## src/rtl/calc_pkg.sv

```systemverilog
// Shared opcode and FSM state constants for the sequential calculator core.
package calc_pkg;

  // Opcodes presented on the op input
  localparam logic [1:0] OP_SUMA  = 2'b00;
  localparam logic [1:0] OP_RESTA = 2'b01;
  localparam logic [1:0] OP_MULT  = 2'b10;
  localparam logic [1:0] OP_DIV   = 2'b11;

  // Control FSM state encoding
  localparam logic [1:0] ST_IDLE = 2'b00;
  localparam logic [1:0] ST_CALC = 2'b01;
  localparam logic [1:0] ST_FIN  = 2'b10;

  // Multiply and divide are the multi-cycle operations (opcode MSB set)
  function automatic logic is_iterative(input logic [1:0] opcode);
    return opcode[1];
  endfunction

endpackage

```

## src/rtl/mul_div_iter.sv

```systemverilog
// Shift/accumulate datapath shared by the iterative multiply (mode=0) and
// restoring divide (mode=1). One partial product or quotient bit per step.
// After WIDTH steps: mul -> {out_hi,out_lo} = product;
//                    div -> out_hi = remainder, out_lo = quotient.
module mul_div_iter #(
  parameter int WIDTH = 5
) (
  input  logic             clk,
  input  logic             rst_n,
  input  logic             load,
  input  logic             mode,
  input  logic [WIDTH-1:0] a,
  input  logic [WIDTH-1:0] b,
  input  logic             step,
  output logic [WIDTH-1:0] out_hi,
  output logic [WIDTH-1:0] out_lo
);

  logic             mode_q;
  logic [WIDTH-1:0] hi;
  logic [WIDTH-1:0] lo;
  logic [WIDTH-1:0] m;
  logic [WIDTH:0]   mul_sum;
  logic [WIDTH:0]   div_trial;
  logic [WIDTH:0]   div_diff;
  logic [WIDTH-1:0] nxt_hi;
  logic [WIDTH-1:0] nxt_lo;

  // Next-step value of the {hi,lo} pair for the selected operation
  always_comb begin
    mul_sum   = {1'b0, hi} + (lo[0] ? {1'b0, m} : '0);
    div_trial = {hi, lo[WIDTH-1]};
    div_diff  = div_trial - {1'b0, m};
    nxt_hi    = '0;
    nxt_lo    = '0;
    if (!mode_q) begin
      // add multiplicand when multiplier LSB is set, then shift the pair right
      nxt_hi = mul_sum[WIDTH:1];
      nxt_lo = {mul_sum[0], lo[WIDTH-1:1]};
    end else if (!div_diff[WIDTH]) begin
      // trial subtraction fits: keep difference, quotient bit 1
      nxt_hi = div_diff[WIDTH-1:0];
      nxt_lo = {lo[WIDTH-2:0], 1'b1};
    end else begin
      // restore: keep the shifted partial remainder, quotient bit 0
      nxt_hi = div_trial[WIDTH-1:0];
      nxt_lo = {lo[WIDTH-2:0], 1'b0};
    end
  end

  // Operand capture on load, one iteration per step
  always_ff @(posedge clk or negedge rst_n) begin
    if (!rst_n) begin
      mode_q <= 1'b0;
      hi     <= '0;
      lo     <= '0;
      m      <= '0;
    end else if (load) begin
      mode_q <= mode;
      m      <= mode ? b : a;
      hi     <= '0;
      lo     <= mode ? a : b;
    end else if (step) begin
      hi <= nxt_hi;
      lo <= nxt_lo;
    end
  end

  assign out_hi = hi;
  assign out_lo = lo;

endmodule

```

## src/rtl/menu_calculadora.sv

```systemverilog
// Sequential calculator core: add/sub in one cycle, iterative mul/div,
// start/busy/done handshake with a result register updated only in FIN.
// busy and done are registered so that both fall on the same edge; the FSM
// is already back in IDLE during the done cycle, which lets a new start be
// accepted on the edge where done drops.
module menu_calculadora
  import calc_pkg::*;
#(
  parameter int WIDTH = 5
) (
  input  logic               clk,
  input  logic               rst_n,
  input  logic               start,
  input  logic [1:0]         op,
  input  logic [WIDTH-1:0]   a,
  input  logic [WIDTH-1:0]   b,
  output logic               busy,
  output logic               done,
  output logic [2*WIDTH-1:0] result,
  output logic               err
);

  localparam int CW = (WIDTH > 2) ? $clog2(WIDTH) : 1;

  logic [1:0]         state;
  logic [1:0]         op_q;
  logic [WIDTH-1:0]   a_q;
  logic [WIDTH-1:0]   b_q;
  logic [CW-1:0]      cnt;
  logic               accept;
  logic               step;
  logic               div_zero;
  logic               iter_last;
  logic [WIDTH-1:0]   md_hi;
  logic [WIDTH-1:0]   md_lo;
  logic [WIDTH:0]     sum;
  logic [WIDTH:0]     diff;
  logic [2*WIDTH-1:0] fin_result;
  logic               fin_err;

  // Handshake decode, add/sub arithmetic and final result selection
  always_comb begin
    accept    = (state == ST_IDLE) && start;
    div_zero  = (op_q == OP_DIV) && (b_q == '0);
    step      = (state == ST_CALC) && is_iterative(op_q) && !div_zero;
    iter_last = (cnt == CW'(WIDTH - 1));
    sum       = {1'b0, a_q} + {1'b0, b_q};
    diff      = {1'b0, a_q} - {1'b0, b_q};
    fin_err   = div_zero;
    fin_result = '0;
    case (op_q)
      OP_SUMA:  fin_result = {{(WIDTH-1){1'b0}}, sum};
      OP_RESTA: fin_result = {{(WIDTH-1){diff[WIDTH]}}, diff};
      OP_MULT:  fin_result = {md_hi, md_lo};
      default:  fin_result = div_zero ? '1 : {md_hi, md_lo};
    endcase
  end

  // Control FSM, operand latches, iteration counter and output registers
  always_ff @(posedge clk or negedge rst_n) begin
    if (!rst_n) begin
      state  <= ST_IDLE;
      op_q   <= '0;
      a_q    <= '0;
      b_q    <= '0;
      cnt    <= '0;
      busy   <= 1'b0;
      done   <= 1'b0;
      result <= '0;
      err    <= 1'b0;
    end else begin
      case (state)
        ST_IDLE: begin
          done <= 1'b0;
          if (start) begin
            busy  <= 1'b1;
            op_q  <= op;
            a_q   <= a;
            b_q   <= b;
            cnt   <= '0;
            state <= ST_CALC;
          end else begin
            busy <= 1'b0;
          end
        end
        ST_CALC: begin
          if (step) begin
            cnt <= cnt + 1'b1;
          end
          if (!step || iter_last) begin
            state <= ST_FIN;
          end
        end
        ST_FIN: begin
          done   <= 1'b1;
          result <= fin_result;
          err    <= fin_err;
          state  <= ST_IDLE;
        end
        default: state <= ST_IDLE;
      endcase
    end
  end

  mul_div_iter #(
    .WIDTH(WIDTH)
  ) u_iter (
    .clk    (clk),
    .rst_n  (rst_n),
    .load   (accept),
    .mode   (op[0]),
    .a      (a),
    .b      (b),
    .step   (step),
    .out_hi (md_hi),
    .out_lo (md_lo)
  );

endmodule
```

## config.mk

```make
export PLATFORM = sky130hd
export DESIGN_NAME = menu_calculadora
export DESIGN_NICKNAME = d
export VERILOG_FILES = /design/src/rtl/calc_pkg.sv /design/src/rtl/mul_div_iter.sv /design/src/rtl/menu_calculadora.sv
export SDC_FILE = /design/constraint.sdc
export NUM_CORES = 1
export LEC_CHECK = 0
export CORE_MARGIN = 1.5
export CORE_UTILIZATION = 35
export DETAILED_ROUTE_END_ITERATION = 7
export HOLD_SLACK_MARGIN = 0.06
export PLACE_DENSITY = 0.61
export SLEW_MARGIN = 20
export SYNTH_ARGS = -nofsm -noshare
export SYNTH_HDL_FRONTEND = slang
export SYNTH_SLANG_ARGS = --single-unit
export TNS_END_PERCENT = 10
```

## constraint.sdc

```tcl
create_clock -name clk -period 2.4 [get_ports clk]
set_input_delay 0.36 -clock clk [delete_from_list [all_inputs] [get_ports clk]]
set_output_delay 0.36 -clock clk [all_outputs]
set_load 0.005 [all_outputs]
```

==> parameters.txt, run 1 <==
Parameter                              Value

Run status
  Run status ... finished clean

Worst setup path
  Worst reg2reg path endpoint ... u_iter.out_hi[4]
  Capturing element type of the critical path ... flip-flop
  Register-to-register path setup slack ... around 0.16 ns
  FF-to-FF Start ... u_iter.out_lo[4]
  Startpoint kind of the worst setup timing path ... flip-flop
  CP Capture Point ... u_iter.out_hi[4]
  R2R depth ... 9
  Biggest fanout along the worst timing path ... 6
  Critical path data required time ... 2.59 ns
  Critical setup path kind ... flip-flop to flip-flop
  Arrival time reported for the critical path endpoint ... 2.42 ns
  Launching element of the worst setup path ... u_iter.out_lo[4]

Routing
  First drt pass iteration count ... 5
  Drc violations ... 0
  Met3 WL post-DR ... around 320 um
  Via-to-Cell Ratio ... ~5.4
  1st-iter DRT viols ... 266
  Met1 layer wirelength in the final routing ... 3810 um
  Wire length reported by the detailed router ... 7800 um
  Via count of the routed design ... 2643
  Highest layer used for signal routing ... met4
  WL/cell ... 15.9 um
  Wire length on met2 ... 3570 um
  Antenna-violating nets left ... 0

Clocking
  Clock root buffer ... clkbuf_8
  Deepest level of the CTS H-tree ... 2
  Maximum buffer depth of the clock tree ... 2
  Clock Sinks ... 45
  TritonCTS clock tree ... done
  Clock buffers created by TritonCTS ... 5
  CTS clk-pin slew, worst paths ... 0.09 ns
  Insertion delay to the later sink of the worst-skew pair ... 0.30 ns
  Setup Buffers After CTS ... 0

Synth
  Fraction of synthesized cell area in xor and xnor cells ... 2.55%
  Main flop type after synthesis ... dfrtp_1
  Area share of fa/ha/maj cells after synthesis ... a little under an eighth
  Synth Net Count ... ~390
  Synth unique cells ... 55
  Compound-gate portion of the synthesized area ... 21.0%
  Combinational family with the most area after synthesis ... compound AO/OA/AOI/OAI gates
  Multiplexer share of the synthesized area ... 6.89%
  Mean cell area of the mapped netlist ... 8.90 um^2
  Async set-reset flop share out of synthesis ... 100%
  Mapped cell area ... 0.00309 mm^2
  Synth Area in Simple Gates ... 16.6%
  Number of warnings issued by yosys ... 0
  Register area share after synthesis ... 36.5%
  Synth Instances ... 347
  Flip-flop and latch count after synthesis ... 45
  Number of enable flip-flop cells after synthesis ... 0

Global routing
  Number of global-route vias before repair ... 2638
  Total gr overflow ... 0
  Maximum number of pins on one net before global-route repair ... 46
  Antenna violations before repair ... 0
  First-pass GRT wire length ... ~13000 um
  Overall global routing resource usage ... 17.4%

Timing
  Remaining max-slew budget at the tightest pin ... between 60% and 70%
  Actual transition at the worst max-transition pin ... 0.471 ns
  Final clock period utilization by the worst path ... 93.2%
  Clock skew ... 0.00686 ns
  Post-route setup TNS ... 0 ns
  Post-layout min period ... 2.24 ns
  RSZ-0062 raised after global routing ... no
  Final setup violation count ... 0
  Hold Vio Cnt, Final ... 0
  Final setup slack of the worst path ... 0.164 ns
  Highest achievable clock rate ... 0.447 GHz
  Max-slew violations ... 0

Pwr
  Static leakage ... 0.00173 uW
  Total power per unit cell area ... between 1000 and 1500 mW/mm^2
  Maximum vdd drop ... 338 uV

Layout
  Syn-to-layout area delta ... 19.1%
  Fraction of layout instances using a drive strength above 1 ... 8.88%
  Net count, final ... roughly 420
  Count of antenna diodes in the layout ... 0

Floorplan
  Initial Utilization ... 35.8%
  Floorplan core area ... 0.00864 mm^2
  Row count ... 34
  Die span in x ... between 90 and 100 um
  Die Ht ... 97.0 um
  Die area ... 0.00940 mm^2
  I/O pin total ... 28

Place
  Routability Congestion ... 0.869
  Dpl hpwl ... 5930 um
  Worst slack at placement ... 0.158 ns
  Number of input and output port buffers inserted ... 27

Worst hold path
  Path type of the worst min-delay path ... flip-flop to flip-flop

Run
  Max-cap violation count ... 0
## layout by cell type, fill, tap and decap left out, types with 6 or more instances in the layout
master and instances:
a21oi_1 10, o21ai_0 30, nor2_1 18, inv_1 21
nor2b_1 6, dfrtp_1 44, and2_1 11, clkdlybuf4s50_1 26
ha_1 22, mux2i_1 19, nand2_1 61, buf_4 17
## routing by layer
| layer | vias to the layer above | GRT usage, % |
|---|---|---|
| li1 | 1288 | - |
| met1 | 1271 | 24.8 |
| met2 | 74 | 27.6 |
| met3 | 10 | 3.25 |
| met4 | 0 | 3.90 |
| met5 | - | 0 |
## cell usage after synthesis, types with 5 or more instances
cell | count | area share, %
nand2_1 | 61 | 7.4
dfrtp_1 | 45 | 36
o21ai_0 | 30 | 4.9
ha_1 | 22 | 8.9
inv_1 | 21 | 2.6
mux2i_1 | 19 | 6.2
nor2_1 | 18 | 2.2
clkbuf_1 | 12 | 1.5
and2_1 | 11 | 2.2
a21oi_1 | 10 | 1.6
nor2b_1 | 6 | 1.2
a21o_1 | 5 | 1.2
a221oi_1 | 5 | 1.4
nor3_1 | 5 | 0.81
o22a_1 | 5 | 1.4
o22ai_1 | 5 | 1.0
xnor2_1 | 5 | 1.4
## power breakdown
part | total [uW] | internal, uW | leakage (uW) | switching (uW)
logic | 3090 | 1430 | 0.00112 | 1660
clock network | 565 | 303 | 0.0000540 | 262
registers | 1410 | 1100 | 0.000556 | 313
total | 5070 | 2830 | 0.00173 | 2240
## metrics by stage
stage,total power (uW),hold WS (ns),instances,util [%],cell area [um^2]
floorplan,3500,0.0644,347,-,3090
global placement,4410,0.362,483,41.3,3560
detailed placement,4470,0.366,483,41.3,3560
CTS,5040,0.476,491,42.6,3680
global route,5510,0.519,491,42.6,3680
finish,5070,0.472,491,42.6,3680
## sequential cells by signal (all words and copies together) (netlist names)
register / cells
done: 1
a_q: 5
op_q: 2
busy: 1
u_iter.out_hi: 5
b_q: 5
state: 2
u_iter.m: 5
result: 10
u_iter.out_lo: 5
cnt: 3
err: 1
## how the worst min path moves through the flow
stage               startpoint   endpoint  slack, ns  cells after the start
detailed placement       rst_n     b_q[1]       0.37                      2
CTS                  result[0]  result[0]       0.48                      2
finish               result[0]  result[0]       0.47                      2
floorplan                rst_n     a_q[0]       0.06                      0
global placement         rst_n     b_q[0]       0.36                      2
global route         result[3]  result[3]       0.52                      2
## timing repair
item                                    4_1_cts  5_1_grt
gates resized for setup                       0        1
endpoints found under the setup margin        0        1
hold endpoints to repair                     45        0
hold buffers                                  1        0
## worst max-delay path, cell delays in order, from the launching register on
cell	delay [ns]
dfrtp_2	0.42
inv_1	0.07
ha_1	0.23
fa_1	0.41
nand2b_1	0.16
o2bb2ai_1	0.17
mux2i_1	0.15
o211ai_1	0.10
o2111ai_1	0.14
a32o_1	0.28
## area by class of cell
class,instances,area [um^2]
Fill cell,860,4960
Timing Repair Buffer,46,423
Tap cell,108,135
Multi-Input combinational cell,263,1810
Inverter,22,82.6
Sequential cell,45,1130
Clock inverter,2,35.0
Clock buffer,5,68.8
## cells by family after synthesis
family                   count (synthesis)
AND/OR/NAND/NOR                        112
buffers and inverters                   39
adder cells (fa/ha/maj)                 26
AO/OA/AOI/OAI                           95
XOR/XNOR                                 9
flip-flops                              45
multiplexers                            21
No activity file was read; power rests on OpenSTA's default activity.
==> run 2, diff against run 1 <==
--- a/config.mk
+++ b/config.mk
@@ -6,10 +6,10 @@
 export NUM_CORES = 1
 export LEC_CHECK = 0
 export CORE_MARGIN = 1.5
-export CORE_UTILIZATION = 35
+export CORE_UTILIZATION = 50
 export DETAILED_ROUTE_END_ITERATION = 7
 export HOLD_SLACK_MARGIN = 0.06
-export PLACE_DENSITY = 0.61
+export PLACE_DENSITY = 0.79
 export SLEW_MARGIN = 20
 export SYNTH_ARGS = -nofsm -noshare
 export SYNTH_HDL_FRONTEND = slang
==> constraint.sdc (replaced) <==
create_clock -name clk -period 2.9 [get_ports clk]
set_input_delay 0.435 -clock clk [delete_from_list [all_inputs] [get_ports clk]]
set_output_delay 0.435 -clock clk [all_outputs]
set_load 0.005 [all_outputs]
==> parameters.txt, run 2 (synthesis gave the netlist of run 1 again) <==
Parameter                              Value

Run status
  Run status ... finished clean

Worst setup path
  Peak per-stage delay on the critical path ... about 0.47 ns
  Critical setup path kind ... flip-flop to flip-flop
  Master of the slowest instance on the critical path ... dfrtp_1
  R2R depth ... 7
  Startpoint kind of the worst setup timing path ... flip-flop
  Worst reg2reg path endpoint ... u_iter.out_hi[4]
  Critical path buffers and inverters ... 0
  Capturing element type of the critical path ... flip-flop
  Biggest fanout along the worst timing path ... 9
  Arrival time reported for the critical path endpoint ... ~2.6 ns
  FF-to-FF Start ... u_iter.out_hi[0]
  Critical path data required time ... 3.10 ns
  Gate family responsible for the most delay along the worst path ... compound AO/OA/AOI/OAI gates
  Launching element of the worst setup path ... u_iter.out_hi[0]
  Sequence of cells on the critical path ... ha_1, nor2b_1, o31a_1, o311a_1, o21ai_0, o2111ai_1, a32o_1
  Register-to-register path setup slack ... 0.54 ns

Floorplan
  Die span in x ... 81.6 um
  Floorplan core area ... between 0.005 and 0.006 mm^2
  I/O pin total ... 28
  Row count ... 28
  Initial Utilization ... 51.9%
  Die area ... 0.00666 mm^2
  Die Ht ... 81.6 um

Routing
  WL/cell ... 16.0 um
  Wire length reported by the detailed router ... around 7000 um
  Via count of the routed design ... 2610
  First drt pass iteration count ... 4
  1st-iter DRT viols ... 203
  Antenna-violating nets left ... 0
  Drc violations ... 0
  Via-to-Cell Ratio ... approximately 5.9

Pwr
  Internal power contribution ... 2180 uW
  Fraction of power spent switching nets ... a little under half
  Switching power total ... 1790 uW
  Total power per unit cell area ... 1130 mW/mm^2
  Gate power share ... 60.0%
  Clk network pwr share ... ~9.7%
  Seq pwr share ... a little under a third
  Maximum vdd drop ... 583 uV
  Static leakage ... 0.00165 uW
  Power consumption ... about 4000 uW

Clocking
  Deepest level of the CTS H-tree ... 2
  Maximum buffer depth of the clock tree ... 2
  CTS clk-pin slew, worst paths ... 0.08 ns
  TritonCTS clock tree ... done
  Insertion delay to the later sink of the worst-skew pair ... 0.31 ns
  Post_cts resized ... 0
  Clock Sinks ... between 40 and 50
  Hold buffers post-CTS ... 0
  Clock buffers created by TritonCTS ... 5
  Clock root buffer ... clkbuf_8
  Setup Buffers After CTS ... 0

Layout
  Net count, final ... 410
  Largest register FFs ... 10
  Register with the highest flop count ... result
  Count of antenna diodes in the layout ... 0
  Multi-input logic area ... 0.00181 mm^2
  Filler Cell Count ... 544
  Final non-filler cell total ... 445
  Most frequent cells in the layout ... 61 x nand2_1, 45 x dfrtp_1, 30 x o21ai_0
  Commonest non-fill, non-tap cell in the layout ... nand2_1
  Final standard cell area without fillers ... roughly 0.0035 mm^2
  Area occupied by registers ... 0.00113 mm^2
  Fraction of layout instances using a drive strength above 1 ... 5.68%
  Syn-to-layout area delta ... 13.3%

Place
  Worst slack at placement ... 0.588 ns
  Routability Congestion ... a little over 0.9
  Placed cell areas ... 0.00341 mm^2
  Number of placed instances, taps included ... around 440
  Number of input and output port buffers inserted ... 27
  Dpl hpwl ... about 5400 um

Run
  Max-cap violation count ... 0

Global routing
  Antenna violations before repair ... 0
  Overall global routing resource usage ... 24.5%
  Maximum number of pins on one net before global-route repair ... 46
  Total gr overflow ... 0
  First-pass GRT wire length ... 12500 um
  Number of global-route vias before repair ... approximately 2600

Timing
  Remaining max-slew budget at the tightest pin ... between 50% and 60%
  Hold Vio Cnt, Final ... 0
  Final clock period utilization by the worst path ... between 80 and 90%
  RSZ-0062 raised after global routing ... no
  Final setup slack of the worst path ... 0.543 ns
  Highest achievable clock rate ... about 0.42 GHz
  Max-slew violations ... 0
  Clock skew ... 0.00597 ns
  Final setup violation count ... 0
  Post-route setup TNS ... 0 ns
  Post-layout min period ... around 2.4 ns
  Actual transition at the worst max-transition pin ... 0.744 ns

Worst hold path
  Path type of the worst min-delay path ... input pin to asynchronous set/reset pin
[run 2: changes by cell type in the layout (fill, tap and decap cells not counted)]
| cell | delta |
|---|---|
| dfrtp_2 | -1 |
| clkinv_2 | +1 |
| dfrtp_1 | +1 |
| buf_4 | -11 |
| buf_2 | -1 |
| buf_12 | -1 |
| dlygate4sd3_1 | -1 |
| bufinv_16 | -1 |
| clkinvlp_4 | +1 |
[run 2: final cells by class]
class / instances / area share, %
Clock inverter: 3 / 0.500
Sequential cell: 45 / 32.2
Clock buffer: 5 / 1.97
Multi-Input combinational cell: 263 / 51.6
Timing Repair Buffer: 32 / 8.72
Tap cell: 75 / 2.68
Inverter: 22 / 2.36
[run 2: worst reg2reg max path, stage by stage, from the launching register on]
cell	delay (ns)
dfrtp_1	0.47
ha_1	0.31
nor2b_1	0.14
o31a_1	0.35
o311a_1	0.34
o21ai_0	0.19
o2111ai_1	0.17
a32o_1	0.29
[run 2: power groups by stage]
stage | logic [uW] | registers [uW] | clock network, uW
floorplan | 1760 | 1140 | 0
global placement | 2290 | 1200 | 0
detailed placement | 2360 | 1210 | 0
CTS | 2370 | 1200 | 392
global route | 2720 | 1250 | 417
finish | 2380 | 1200 | 384
[run 2: worst max-delay path by stage]
stage                             endpoint  slack (ns)  cells past startpoint
final                     u_iter.out_hi[4]        0.54                      7
after global routing      u_iter.out_hi[4]        0.40                      9
after CTS                 u_iter.out_hi[4]        0.57                      9
after detailed placement  u_iter.out_hi[4]        0.59                      7
after global placement    u_iter.out_hi[4]        0.67                      7
after floorplan           u_iter.out_hi[4]        0.80                      7
[run 2: metrics by stage]
stage               hold WS, ns  utilization (%)
floorplan                 0.139                -
global placement          0.451             57.3
detailed placement        0.461             57.3
CTS                       0.330             58.7
global route              0.164             58.8
finish                    0.118             58.8
[run 2: metal layers]
layer	up-vias	global-route usage, %	part of all wire, %
li1	1271	-	-
met1	1240	33.4	46
met2	88	40.2	47
met3	11	3.67	5.8
met4	0	7.80	1.1
met5	-	0	0
